$ cat src/rtl/fsm_din_gen.sv
// fsm_din_gen: serial din stimulus generator for the idle/s0/s1 pulse FSM, with phase mirror and predicted dout
module fsm_din_gen #(
  parameter int CNT_W = 8,
  parameter int GAP_W = 4
) (
  input  logic             clk,
  input  logic             rst,
  input  logic             req_valid,
  output logic             req_ready,
  input  logic [CNT_W-1:0] req_pulses,
  input  logic [GAP_W-1:0] req_gap,
  input  logic             abort,
  output logic             din_out,
  output logic             exp_dout,
  output logic             phase,
  output logic             busy,
  output logic             done
);
  typedef enum logic [1:0] {IDLE, HIGH, GAP, DONE} state_t;
  state_t state, state_n;
  logic [CNT_W-1:0] rem_cnt, rem_n;
  logic [GAP_W-1:0] gap_ld, gap_ld_n, gap_cnt, gap_n;
  logic phase_n;
  always_ff @(posedge clk or posedge rst) begin
    if (rst) begin
      state   <= IDLE;
      rem_cnt <= '0;
      gap_ld  <= '0;
      gap_cnt <= '0;
      phase   <= 1'b0;
    end else begin
      state   <= state_n;
      rem_cnt <= rem_n;
      gap_ld  <= gap_ld_n;
      gap_cnt <= gap_n;
      phase   <= phase_n;
    end
  end
  always_comb begin
    state_n  = state;
    rem_n    = rem_cnt;
    gap_ld_n = gap_ld;
    gap_n    = gap_cnt;
    phase_n  = phase;
    case (state)
      IDLE: if (req_valid) begin
        rem_n    = req_pulses;
        gap_ld_n = req_gap;
        state_n  = (req_pulses == '0) ? DONE : HIGH;
      end
      HIGH: begin
        phase_n = ~phase;
        rem_n   = phase ? rem_cnt - 1'b1 : rem_cnt;
        gap_n   = gap_ld;
        state_n = abort ? IDLE : (rem_n == '0) ? DONE : (gap_ld == '0) ? HIGH : GAP;
      end
      GAP: begin
        gap_n   = gap_cnt - 1'b1;
        state_n = abort ? IDLE : (gap_cnt == GAP_W'(1)) ? HIGH : GAP;
      end
      default: state_n = IDLE;
    endcase
  end
  assign req_ready = (state == IDLE);
  assign din_out   = (state == HIGH);
  assign exp_dout  = din_out & phase;
  assign busy      = (state == HIGH) || (state == GAP);
  assign done      = (state == DONE);
endmodule

$ cat config.mk
export PLATFORM = sky130hd
export DESIGN_NAME = fsm_din_gen
export DESIGN_NICKNAME = d
export VERILOG_FILES = /design/src/rtl/fsm_din_gen.sv
export SDC_FILE = /design/constraint.sdc
export NUM_CORES = 1
export LEC_CHECK = 0
export ABC_AREA = 1
export CORE_UTILIZATION = 50
export DETAILED_ROUTE_END_ITERATION = 6
export PLACE_DENSITY_LB_ADDON = 0.12
export SLEW_MARGIN = 20
export SYNTH_ARGS = -nofsm -noshare
export SYNTH_HDL_FRONTEND = slang
export SYNTH_SLANG_ARGS = --single-unit
$ cat constraint.sdc
create_clock -name clk -period 1.7 [get_ports clk]
set_input_delay 0.34 -clock clk [delete_from_list [all_inputs] [get_ports clk]]
set_output_delay 0.34 -clock clk [all_outputs]
set_load 0.005 [all_outputs]
== Word-level counts from Yosys, hierarchy flattened ==
Cells that the tools add are included.
Cells by class
  bitwise logic cells: 2
  add/sub/neg operators: 2
  reduce and logical (&&, ||, !) cells: 9
  equality and inequality tests: 5
  mux-type cells: 12
Operators with widths (number)
  logical NOT 8 bit: 2
  two-way mux 8 bit: 2
  case mux 8 bit (2 select lines): 1
  two-way mux 2 bit: 7
  case mux 4 bit (2 select lines): 1
  subtractor 8 x 1 -> 8 bit (second input constant): 1
  case mux 2 bit (3 select lines): 1
  == test 2 bit (second input constant): 2
  == test 4 x 1 -> 1 bit (second input constant): 1
  logical NOT 4 bit: 1
  AND reduction 2 bit: 2
  nonzero test 2 bit: 2
  subtractor 4 x 1 -> 4 bit (second input constant): 1
  == test 2 x 1 -> 1 bit (second input constant): 1
  logical NOT 2 bit: 1
  != test 2 bit (second input constant): 1
  AND 1 bit: 1
  logical OR 1 bit: 1
  NOT 1 bit: 1
Word-level totals
  bits in registers: 19

== Depth between registers and ports, before layout ==
Gate-level depths: netlist of the first run.
  depth after elaboration: 6
  gate-level depth with buffers: 14
  depth with buffers taken out: 14

== Worst setup path after synthesis of the first run ==
Ideal clock, no wire load.
  kind: reg-to-reg
  start: register state[1]
  end: register rem_cnt[0]
  required time: 1.618 ns
  clock period less this slack: 1.518 ns
  cell stages (with the launch flop): 8
  library setup time: 0.082 ns
  data arrival time: 1.435 ns
  buffers on the path: 1
  setup slack: 0.182 ns
  cell sequence: dfrtp_1 > inv_1 > ha_1 > clkinv_1 > o21ai_2 > buf_4 > o21ai_0 > o22ai_1
On the way
  word-level cells in the longest chain between the ends: 3
Ends and longest elaborated chain
  from (decl): RTL line 20  | state_t state, state_n;
  from (signal assigned): RTL line 32  | state <= state_n;
  == test 2 x 1 -> 1 bit *
  named net din_out: RTL line 13  | output logic din_out,
  nonzero test 2 bit (no source line)
  AND reduction 2 bit (no source line)
  to (signal assigned): RTL line 33  | rem_cnt <= rem_n;
  to (decl): RTL line 21  | logic [CNT_W-1:0] rem_cnt, rem_n;
Mark *: on every way through the listed nets, which the timed path passes. The rest lies on a longest branch.
A chain may end at the register's enable or synchronous reset.

== Final worst setup path of the first run ==
  start: register state[1]
  end: output din_out
On the way
  word-level cells in the longest chain between the ends: 1
Ends and longest elaborated chain
  == test 2 x 1 -> 1 bit: RTL line 65  | assign din_out = (state == HIGH);
  to (decl): RTL line 13
Every way passes these cells.

==> implementation parameters, run 1 <==
Parameter                              Value

Setup path
  Data required time at the worst endpoint ... between 1000 and 1500 ps
  Endpoint kind of the worst setup timing path ... output pin
  Critical setup path kind ... flip-flop to output pin
  Startpoint class of the critical path ... flip-flop
  Max incr delay on CP ... 390 ps
  Crit path max fanout ... 5
  Critical path arrival ... 1320 ps
  CP bufs+invs ... 3
  Critical-path top delay cell ... sky130_fd_sc_hd__dfrtp_1
  Path length in cells of the critical path ... 4
  Internal reg-to-reg setup slack ... 60 ps
  Reg2reg path depth ... 9
  CP cell instances ... buf_4, inv_4, ha_4, dlygate4sd2_1
  Critical path's top delay family ... buffers and inverters

Floorplanning
  Horizontal die dimension ... ~53 um
  Die area ... 0.00277 sq mm
  IO Pins ... 22
  Core footprint ... 0.00232 sq mm
  Standard-cell rows ... 17
  Initial standard-cell utilization of the core ... 55.3%
  Die Height ... 52.6 um

Flow run
  Max-capacitance violation count ... 0

Timing
  Fin crit period ... approximately 1700 ps
  Worst Clk Skew ... roughly 14 ps
  Tightest slew margin relative to the limit ... 69.9%
  Highest attainable clock frequency ... 601 MHz
  RSZ-0062 raised after global routing ... yes
  Total count of hold-check failures in the final report ... 0
  Period Utilization, post-route ... 97.8%
  Tightest Pin Transition ... 447 ps
  Setup violations, final ... 0
  Max-slew violation count ... 0

Hold path
  Type of the worst min-delay path ... primary input to async pin

Detailed routing
  Total wire length after detailed routing ... ~3500 um
  Post-DRT Antenna Nets ... 0
  Via Count ... 1345
  Number of violations reported at the end of detailed-routing iteration 0 ... 42
  Detailed-routing iteration count for the pre-antenna-repair pass ... 5
  Via density per instance ... between 5 and 6
  Detailed-route wire length per cell ... about 15 um
  Post-route DRC violation count ... 0

GRT
  Number of antenna violations at the first check in global routing ... 0
  Pin count of the biggest net entering global routing ... 20
  Vias in the first global route ... approximately 1300
  GRT Total Usage ... 26.1%
  First-pass GRT wire length ... 5150 um
  Total gr overflow ... 0

Run status
  Result of the run ... finished, final reports clean

Clock tree
  CTS Root Cell ... sky130_fd_sc_hd__clkbuf_4
  Number of hold buffers added after CTS ... 0
  CTS buffer count ... 3
  H-tree depth reported by CTS ... 1
  Clock latency on the worst-skew pair ... between 300 and 400 ps
  Clock transition at path regs ... 120 ps
  TritonCTS clock tree ... built
  TritonCTS Sinks ... 19
  Clock buffer depth ... 2

Synthesis
  Synth Area per Inst ... 7.54 sq um
  Most area-consuming cells after synthesis ... sky130_fd_sc_hd__dfrtp_1 37%, sky130_fd_sc_hd__nand2_1 12%, sky130_fd_sc_hd__ha_1 6.8%
  Post-synthesis sequential area ratio ... 37.1%
  Primary FF master, synth ... sky130_fd_sc_hd__dfrtp_1
  YS warnings ... 0
  Post-Synthesis Cell Area ... 0.00128 sq mm
  Post-synth net total ... slightly below 200
  Post-synth top cells ... 40 x sky130_fd_sc_hd__nand2_1, 23 x sky130_fd_sc_hd__nor2_1, 20 x sky130_fd_sc_hd__inv_1, 19 x sky130_fd_sc_hd__dfrtp_1, 14 x sky130_fd_sc_hd__o21ai_0
  Number of distinct library cells after synthesis ... 30
  Number of flops mapped to enable cells by yosys ... 0
  Cell with the most instances after synthesis ... sky130_fd_sc_hd__nand2_1
  Top-area cell type share of the netlist area ... 37.1%
  Fraction of registers with async set/reset ... between 90% and 100%
  Number of instances in the synthesized netlist ... 170
  Count of state elements after synthesis ... 19
  Area leader, netlist ... sky130_fd_sc_hd__dfrtp_1

Pwr
  Static Leakage ... 0.817 nW
  Power density cells ... roughly 2100 mW/mm^2
  Highest ir drop seen on vdd ... 1.37 mV

Layout
  Fraction of layout instances using a drive strength above 1 ... 24.8%
  Final core utilization ... 74.5%
  Count of inserted antenna diode cells ... 0
  Final cell count without fillers ... 238
  Area delta synth->final ... 34.9%
  Filler instances ... 178
  Nets ... 234

Placement
  Placed Instances ... roughly 220
  Count of buffers from port buffering ... 21
  Gpl congestion ... around 0.81
  Final HPWL from detailed placement ... about 2400 um
[layout make-up]
type | count | area (sq um) | area share [%]
timing repair buffer | 39 | 347 | 20.1
tap | 28 | 35.0 | 2.03
clock inverter | 1 | 5.00 | 0.290
clock buffer | 3 | 22.5 | 1.30
inverter | 23 | 93.8 | 5.43
multi-input combinational | 125 | 747 | 43.2
sequential | 19 | 478 | 27.7
[tightest hold or removal path: cells and delay by family]
kind / cells / cell delay, ps
buffers and inverters: 3 / 720
[cells by family (layout without fill, tap and decap cells)]
kind of cell	Yosys count	count (layout)	synth area share, %
flops	19	19	37.1
buf+inv	26	66	8.69
simple gates	83	83	29.7
compound gates	31	31	14.2
mux	4	4	3.52
fa+ha+maj	7	7	6.84
[metrics by stage]
step	power [W]	setup WS (ps)	setup TNS, ps	area (sq um)	hold WS (ps)
after global placement	0.00284	44.1	0	1560	522
after global routing	0.00394	-13.1	-21.8	1730	374
after floorplan	0.00230	182	0	1280	291
final	0.00366	37.0	0	1730	358
after CTS	0.00332	-38.0	-38.0	1650	370
after detailed placement	0.00296	-0.865	-0.865	1560	522
[layout by cell type (no fill, tap or decap), types with 3 or more instances in the layout]
cell	instances
sky130_fd_sc_hd__nor2_1	22
sky130_fd_sc_hd__nor3_1	3
sky130_fd_sc_hd__o22ai_1	8
sky130_fd_sc_hd__ha_1	3
sky130_fd_sc_hd__o21ai_0	14
sky130_fd_sc_hd__nand2_1	39
sky130_fd_sc_hd__inv_4	3
sky130_fd_sc_hd__dfrtp_1	17
sky130_fd_sc_hd__nor2_4	3
sky130_fd_sc_hd__clkbuf_4	3
sky130_fd_sc_hd__buf_4	17
sky130_fd_sc_hd__inv_1	16
sky130_fd_sc_hd__nand2_2	3
sky130_fd_sc_hd__clkdlybuf4s50_1	16
sky130_fd_sc_hd__nand3_1	5
sky130_fd_sc_hd__inv_2	3
sky130_fd_sc_hd__mux2_2	4
sky130_fd_sc_hd__ha_4	3
[power by group]
group	total, W	internal, W	switching, W	leakage [nW]
Sequential	0.000907	0.000702	0.000205	0.226
Clock	0.000235	0.0000878	0.000148	0.0177
Combinational	0.00251	0.00116	0.00136	0.573
[layer usage]
metal	share of wire (%)	track usage (%)	up-vias
met4	4.4	8.77	0
met5	0	0	-
met1	36	26.6	627
met3	4.4	2.61	21
met2	55	53.2	58
li1	-	-	639
[state kept, by name, summed over array words and instances (netlist names)]
name and count:
rem_cnt 8, gap_cnt 4, gap_ld 4, state 2, phase 1
[worst paths after layout]
check,start,endpoint
max,state[1],din_out
min,rst,gap_cnt[2]
max reg2reg,state[0],state[1]
min reg2reg,state[0],state[0]
max in group asynchronous,rst,state[0]
min in group clk,state[0],state[0]
[timing repair]
item,4_1_cts,5_1_grt
pin swaps,0,4
endpoints found under the setup margin,8,15
gates resized for setup,17,12
cloned,0,0
setup buffers,4,6
No activity file was read; power rests on OpenSTA's default activity.
==> inputs of run 2 (changes only) <==
CORE_MARGIN = 2   (was not set)
GPL_TIMING_DRIVEN = 0   (was not set)
SKIP_LAST_GASP = 1   (was not set)
==> implementation parameters, run 2 (synthesized netlist as in run 1, its figures left out) <==
Parameter                              Value

GRT
  Total gr overflow ... 0 (unchanged)
  Vias in the first global route ... 1126 (was 1258)
  First-pass GRT wire length ... 4650 um (was 5150 um)
  Number of antenna violations at the first check in global routing ... 0 (unchanged)
  GRT Total Usage ... 22.0% (was 26.1%)
  Pin count of the biggest net entering global routing ... 20 (unchanged)

Setup path
  Startpoint of the most critical register-to-register path ... rem_cnt[1] (was state[0])
  FF-to-FF End ... state[1] (unchanged)
  Critical path arrival ... 1330 ps (was 1320 ps)
  Path length in cells of the critical path ... 6 (was 4)
  Critical Path End ... exp_dout (was din_out)
  CP bufs+invs ... 4 (was 3)
  Origin of the worst setup path ... state[0] (was state[1])
  Crit path max fanout ... 2 (was 5)
  Max incr delay on CP ... 420 ps (was 390 ps)
  Reg2reg path depth ... 14 (was 9)
  CP cell instances ... buf_6, ha_4, clkbuf_8, nand2_1, inv_1, clkbuf_2 (was buf_4, inv_4, ha_4, dlygate4sd2_1)
  Data required time at the worst endpoint ... 1360 ps (about the same)
  Critical setup path kind ... flip-flop to output pin (unchanged)
  Endpoint kind of the worst setup timing path ... output pin (unchanged)
  Critical-path top delay cell ... sky130_fd_sc_hd__dfrtp_1 (unchanged)
  Internal reg-to-reg setup slack ... 90 ps (was 60 ps)
  Startpoint class of the critical path ... flip-flop (unchanged)
  Critical path's top delay family ... flip-flops (was buffers and inverters)

Timing
  Total count of hold-check failures in the final report ... 0 (unchanged)
  Max-slew violation count ... 0 (unchanged)
  RSZ-0062 raised after global routing ... yes (unchanged)
  Highest attainable clock frequency ... 598 MHz (was 601 MHz)
  Worst Clk Skew ... 1.45 ps (was 13.6 ps)
  Total negative slack ... 0 ps (unchanged)
  Fin crit period ... 1670 ps (was 1660 ps)
  Tightest slew margin relative to the limit ... 50.2% (was 69.9%)
  Tightest Pin Transition ... 747 ps (was 447 ps)
  Period Utilization, post-route ... 98.4% (was 97.8%)
  Setup violations, final ... 0 (unchanged)

Layout
  Most frequent cells in the layout ... 37 x sky130_fd_sc_hd__nand2_1, 22 x sky130_fd_sc_hd__nor2_1, 19 x sky130_fd_sc_hd__dfrtp_1 (was 39 x sky130_fd_sc_hd__nand2_1, 22 x sky130_fd_sc_hd__nor2_1, 17 x sky130_fd_sc_hd__dfrtp_1, 17 x sky130_fd_sc_hd__buf_4)
  Final cell count without fillers ... 238 (unchanged)
  Count of inserted antenna diode cells ... 0 (unchanged)
  Most common cell after layout, fill and taps aside ... sky130_fd_sc_hd__nand2_1 (unchanged)
  Register bank with the most flops ... rem_cnt (unchanged)
  Nets ... 232 (was 234)
  Final core utilization ... 70.3% (was 74.5%)
  Flip-flop count of the largest register after layout ... 8 (unchanged)
  Fraction of layout instances using a drive strength above 1 ... 24.0% (was 24.8%)
  Area delta synth->final ... 34.7% (was 34.9%)
  Biggest registers after layout ... rem_cnt: 8 flops, gap_cnt: 4 flops, gap_ld: 4 flops (unchanged)

Floorplanning
  Die area ... 0.00298 sq mm (was 0.00277 sq mm)
  Core footprint ... 0.00245 sq mm (was 0.00232 sq mm)
  Die Height ... 54.6 um (was 52.6 um)
  IO Pins ... 22 (unchanged)
  Horizontal die dimension ... 54.6 um (was 52.6 um)
  Initial standard-cell utilization of the core ... 52.2% (was 55.3%)
  Standard-cell rows ... 18 (was 17)

Pwr
  Static Leakage ... 0.814 nW (was 0.817 nW)
  Highest ir drop seen on vdd ... 1.56 mV (was 1.37 mV)
  Switching share of power ... 46.6% (was 46.8%)
  Power density cells ... 2080 mW/mm^2 (was 2120 mW/mm^2)
  Sequential group share of total power ... 24.9% (was 24.8%)
  Net switching power ... 0.00167 W (was 0.00171 W)
  Internal portion of total power ... 0.00191 W (was 0.00195 W)
  Portion of total power attributed to the clock network ... 6.6% (was 6.4%)
  Comb pwr share ... 68.4% (was 68.8%)

Placement
  Placed Instances ... 221 (was 224)
  Count of buffers from port buffering ... 21 (unchanged)
  Gpl congestion ... 0.818 (was 0.807)
  Final HPWL from detailed placement ... 2110 um (was 2360 um)

Detailed routing
  Via density per instance ... 5.43 (was 5.65)
  Total wire length after detailed routing ... 3140 um (was 3500 um)
  Number of violations reported at the end of detailed-routing iteration 0 ... 45 (was 42)
  Detailed-route wire length per cell ... 13.2 um (was 14.7 um)
  Detailed-routing iteration count for the pre-antenna-repair pass ... 4 (was 5)
  Via Count ... 1292 (was 1345)
  Post-DRT Antenna Nets ... 0 (unchanged)
  Post-route DRC violation count ... 0 (unchanged)

Clock tree
  CTS buffer count ... 3 (unchanged)
  Clock buffer depth ... 2 (unchanged)
  Clock transition at path regs ... 110 ps (was 120 ps)
  Number of hold buffers added after CTS ... 0 (unchanged)
  TritonCTS clock tree ... built (unchanged)
  Clock latency on the worst-skew pair ... 300 ps (was 310 ps)
  TritonCTS Sinks ... 19 (unchanged)
  H-tree depth reported by CTS ... 1 (unchanged)
  CTS Root Cell ... sky130_fd_sc_hd__clkbuf_4 (unchanged)

Flow run
  Max-capacitance violation count ... 0 (unchanged)

Run status
  Result of the run ... finished, final reports clean (unchanged)

Hold path
  Type of the worst min-delay path ... primary input to async pin (unchanged)
run 2: repair_timing:
item,4_1_cts,5_1_grt
buffers inserted,8,5
resized for setup,16,19
pin swaps,1,3
setup endpoints to repair,13,9
endpoints found under the hold margin,0,0
run 2: stage by stage:
stage	setup WS (ps)	total power, W	hold WS (ps)	cell area (sq um)
floorplan	182	0.00230	291	1280
global placement	-260	0.00278	521	1530
detailed placement	-278	0.00283	523	1530
CTS	-139	0.00328	472	1640
global route	-49.9	0.00388	513	1730
finish	27.9	0.00358	455	1730
run 2: power by group through the flow:
stage	registers (W)	logic, W	clock network [W]
finish	0.000894	0.00245	0.000238
global route	0.000916	0.00270	0.000268
CTS	0.000888	0.00215	0.000242
detailed placement	0.000909	0.00192	0
global placement	0.000896	0.00188	0
floorplan	0.000865	0.00144	0
run 2: area by class of cell:
cell class | count | area (sq um)
multi-input combinational | 125 | 757
inverter | 23 | 93.8
timing repair buffer | 34 | 303
fill | 188 | 729
clock buffer | 4 | 26.3
buffer | 3 | 32.5
sequential | 19 | 475
tap | 30 | 37.5
run 2: worst min-delay path by stage:
stage	startpoint	endpoint	depth (start not counted)
global placement	state[1]	state[1]	2
floorplan	rst	gap_cnt[0]	1
global route	rst	rem_cnt[0]	2
detailed placement	gap_ld[3]	gap_ld[3]	1
finish	rst	gap_cnt[1]	2
CTS	rst	phase	2
run 2: per-layer routing:
layer	routed length, um	global-route usage [%]
met1	1260	24.4
met2	1670	39.7
met3	101	3.83
met4	98	10.8
met5	0	0
==> inputs of run 3 (changes only) <==
CORE_MARGIN = not set   (was 2)
==> implementation parameters, run 3 (synthesized netlist as in run 1, its figures left out) <==
Parameter                              Value

Pwr
  Net switching power ... 0.00174 W (was 0.00167 W)
  Switching share of power ... 46.4% (was 46.6%)
  Static Leakage ... 0.832 nW (was 0.814 nW)
  Internal portion of total power ... 0.00201 W (was 0.00191 W)
  Comb pwr share ... 69.3% (was 68.4%)
  Sequential group share of total power ... 24.1% (was 24.9%)
  Power density cells ... 2110 mW/mm^2 (was 2080 mW/mm^2)
  Highest ir drop seen on vdd ... 1.42 mV (was 1.56 mV)
  Portion of total power attributed to the clock network ... 6.6% (about the same)

Clock tree
  CTS buffer count ... 3 (unchanged)
  Clock buffer depth ... 2 (unchanged)
  Clock transition at path regs ... 120 ps (was 110 ps)
  TritonCTS Sinks ... 19 (unchanged)
  H-tree depth reported by CTS ... 1 (unchanged)
  Number of hold buffers added after CTS ... 0 (unchanged)
  Clock latency on the worst-skew pair ... 320 ps (was 300 ps)
  CTS Root Cell ... sky130_fd_sc_hd__clkbuf_4 (unchanged)
  TritonCTS clock tree ... built (unchanged)

Floorplanning
  Standard-cell rows ... 17 (was 18)
  Initial standard-cell utilization of the core ... 55.3% (was 52.2%)
  Die Height ... 52.6 um (was 54.6 um)
  Core footprint ... 0.00232 sq mm (was 0.00245 sq mm)
  Horizontal die dimension ... 52.6 um (was 54.6 um)
  Die area ... 0.00277 sq mm (was 0.00298 sq mm)
  IO Pins ... 22 (unchanged)

Run status
  Violations in the final reports ... setup timing
  Result of the run ... finished with violations (was finished, final reports clean)

Layout
  Most common cell after layout, fill and taps aside ... sky130_fd_sc_hd__nand2_1 (unchanged)
  Biggest registers after layout ... rem_cnt: 8 flops, gap_cnt: 4 flops, gap_ld: 4 flops (unchanged)
  Filler instances ... 150 (was 188)
  Area delta synth->final ... 38.1% (was 34.7%)
  Most frequent cells in the layout ... 37 x sky130_fd_sc_hd__nand2_1, 22 x sky130_fd_sc_hd__nor2_1, 19 x sky130_fd_sc_hd__dfrtp_1 (unchanged)
  Register bank with the most flops ... rem_cnt (unchanged)
  Fraction of layout instances using a drive strength above 1 ... 26.5% (was 24.0%)
  Flip-flop count of the largest register after layout ... 8 (unchanged)
  Nets ... 235 (was 232)
  Count of inserted antenna diode cells ... 0 (unchanged)
  Final cell count without fillers ... 239 (was 238)

Setup path
  Endpoint kind of the worst setup timing path ... output pin (unchanged)
  FF-to-FF End ... state[0] (was state[1])
  Startpoint of the most critical register-to-register path ... rem_cnt[0] (was rem_cnt[1])
  Critical setup path kind ... flip-flop to output pin (unchanged)
  Crit path max fanout ... 5 (was 2)
  Reg2reg path depth ... 13 (was 14)
  Critical path arrival ... 1380 ps (was 1330 ps)
  Internal reg-to-reg setup slack ... 50 ps (was 90 ps)
  Data required time at the worst endpoint ... 1360 ps (about the same)
  Startpoint class of the critical path ... flip-flop (unchanged)

Flow run
  Max-capacitance violation count ... 0 (unchanged)

Timing
  Tightest slew margin relative to the limit ... 51.8% (was 50.2%)
  Tightest Pin Transition ... 722 ps (was 747 ps)
  Hold_ws ... 431 ps (was 455 ps)
  Worst Clk Skew ... 4.34 ps (was 1.45 ps)
  RSZ-0062 raised after global routing ... yes (unchanged)
  Fin crit period ... 1720 ps (was 1670 ps)
  Setup violations, final ... 1 (was 0)
  Total count of hold-check failures in the final report ... 0 (unchanged)
  Highest attainable clock frequency ... 583 MHz (was 598 MHz)
  Total negative slack ... -16.2 ps (was 0 ps)
  Smallest setup slack after layout ... -16.2 ps (was 27.9 ps)
  Max-slew violation count ... 0 (unchanged)
  Period Utilization, post-route ... 101% (was 98.4%)

Detailed routing
  Post-DRT Antenna Nets ... 0 (unchanged)
  Post-route DRC violation count ... 0 (unchanged)
  Total wire length after detailed routing ... 3290 um (was 3140 um)
  Number of violations reported at the end of detailed-routing iteration 0 ... 33 (was 45)
  Detailed-route wire length per cell ... 13.8 um (was 13.2 um)
  Detailed-routing iteration count for the pre-antenna-repair pass ... 4 (unchanged)
  Via density per instance ... 5.32 (was 5.43)
  Via Count ... 1271 (was 1292)

GRT
  Number of antenna violations at the first check in global routing ... 0 (unchanged)
  GRT Total Usage ... 25.4% (was 22.0%)
  First-pass GRT wire length ... 4970 um (was 4650 um)
  Vias in the first global route ... 1170 (was 1126)
  Total gr overflow ... 0 (unchanged)
  Pin count of the biggest net entering global routing ... 20 (unchanged)

Placement
  Placed Instances ... 219 (was 221)
  Count of buffers from port buffering ... 21 (unchanged)
  Final HPWL from detailed placement ... 2230 um (was 2110 um)
  Gpl congestion ... 0.817 (was 0.818)

Hold path
  Type of the worst min-delay path ... primary input to async pin (unchanged)
-- run 3: through the flow --
| stage | setup WS [ps] | cell area [sq um] | utilization (%) | power, W |
|---|---|---|---|---|
| after detailed placement | -300 | 1530 | 65.8 | 0.00285 |
| after global routing | -57.1 | 1770 | 76.3 | 0.00404 |
| after global placement | -257 | 1530 | 65.8 | 0.00277 |
| after CTS | -177 | 1640 | 70.6 | 0.00329 |
| final | -16.2 | 1770 | 76.3 | 0.00374 |
| after floorplan | 182 | 1280 | - | 0.00230 |
-- run 3: worst max-delay path by stage --
stage / from / end
2_1_floorplan: state[1] / rem_cnt[0]
3_3_place_gp: state[1] / exp_dout
3_5_place_dp: state[1] / exp_dout
4_1_cts: state[0] / exp_dout
5_1_grt: state[0] / exp_dout
6_report: state[0] / exp_dout
-- run 3: area by class of cell --
class                   count  area, sq um  area share [%]
plain buffers               3         33.8            1.91
clock buffers               4         26.3            1.49
inverters                  23         95.1            5.37
multi-input cells         125          769            43.5
flip-flops and latches     19          475            26.9
well taps                  28         35.0            1.98
repair buffers             37          334            18.9
-- run 3: what timing repair did --
item / CTS / global route
pin swaps: 1 / 11
gates resized for setup: 16 / 25
endpoints found under the setup margin: 13 / 15
cloned: 0 / 1
buffers inserted: 6 / 9
hold endpoints to repair: 0 / 0
-- run 3: per-layer routing --
| metal | track usage [%] | share of wire (%) | vias up |
|---|---|---|---|
| met5 | 0 | 0 | - |
| li1 | - | - | 636 |
| met1 | 27.5 | 39 | 591 |
| met3 | 3.48 | 3.0 | 11 |
| met4 | 12.7 | 3.0 | 0 |
| met2 | 47.3 | 54 | 33 |
-- run 3: power groups by stage --
stage	Sequential, W	Combinational [W]	Clock (W)
2_1_floorplan	0.000865	0.00144	0
3_3_place_gp	0.000894	0.00187	0
3_5_place_dp	0.000906	0.00195	0
4_1_cts	0.000891	0.00214	0.000257
5_1_grt	0.000922	0.00285	0.000271
6_report	0.000900	0.00259	0.000249
-- run 3: worst max-delay path, cell delays in order (launching register included) --
cell and delay, ps:
sky130_fd_sc_hd__dfrtp_1 450, sky130_fd_sc_hd__buf_6 140, sky130_fd_sc_hd__ha_4 170, sky130_fd_sc_hd__buf_8 130
sky130_fd_sc_hd__nand2_4 40, sky130_fd_sc_hd__inv_2 30, sky130_fd_sc_hd__clkbuf_2 100
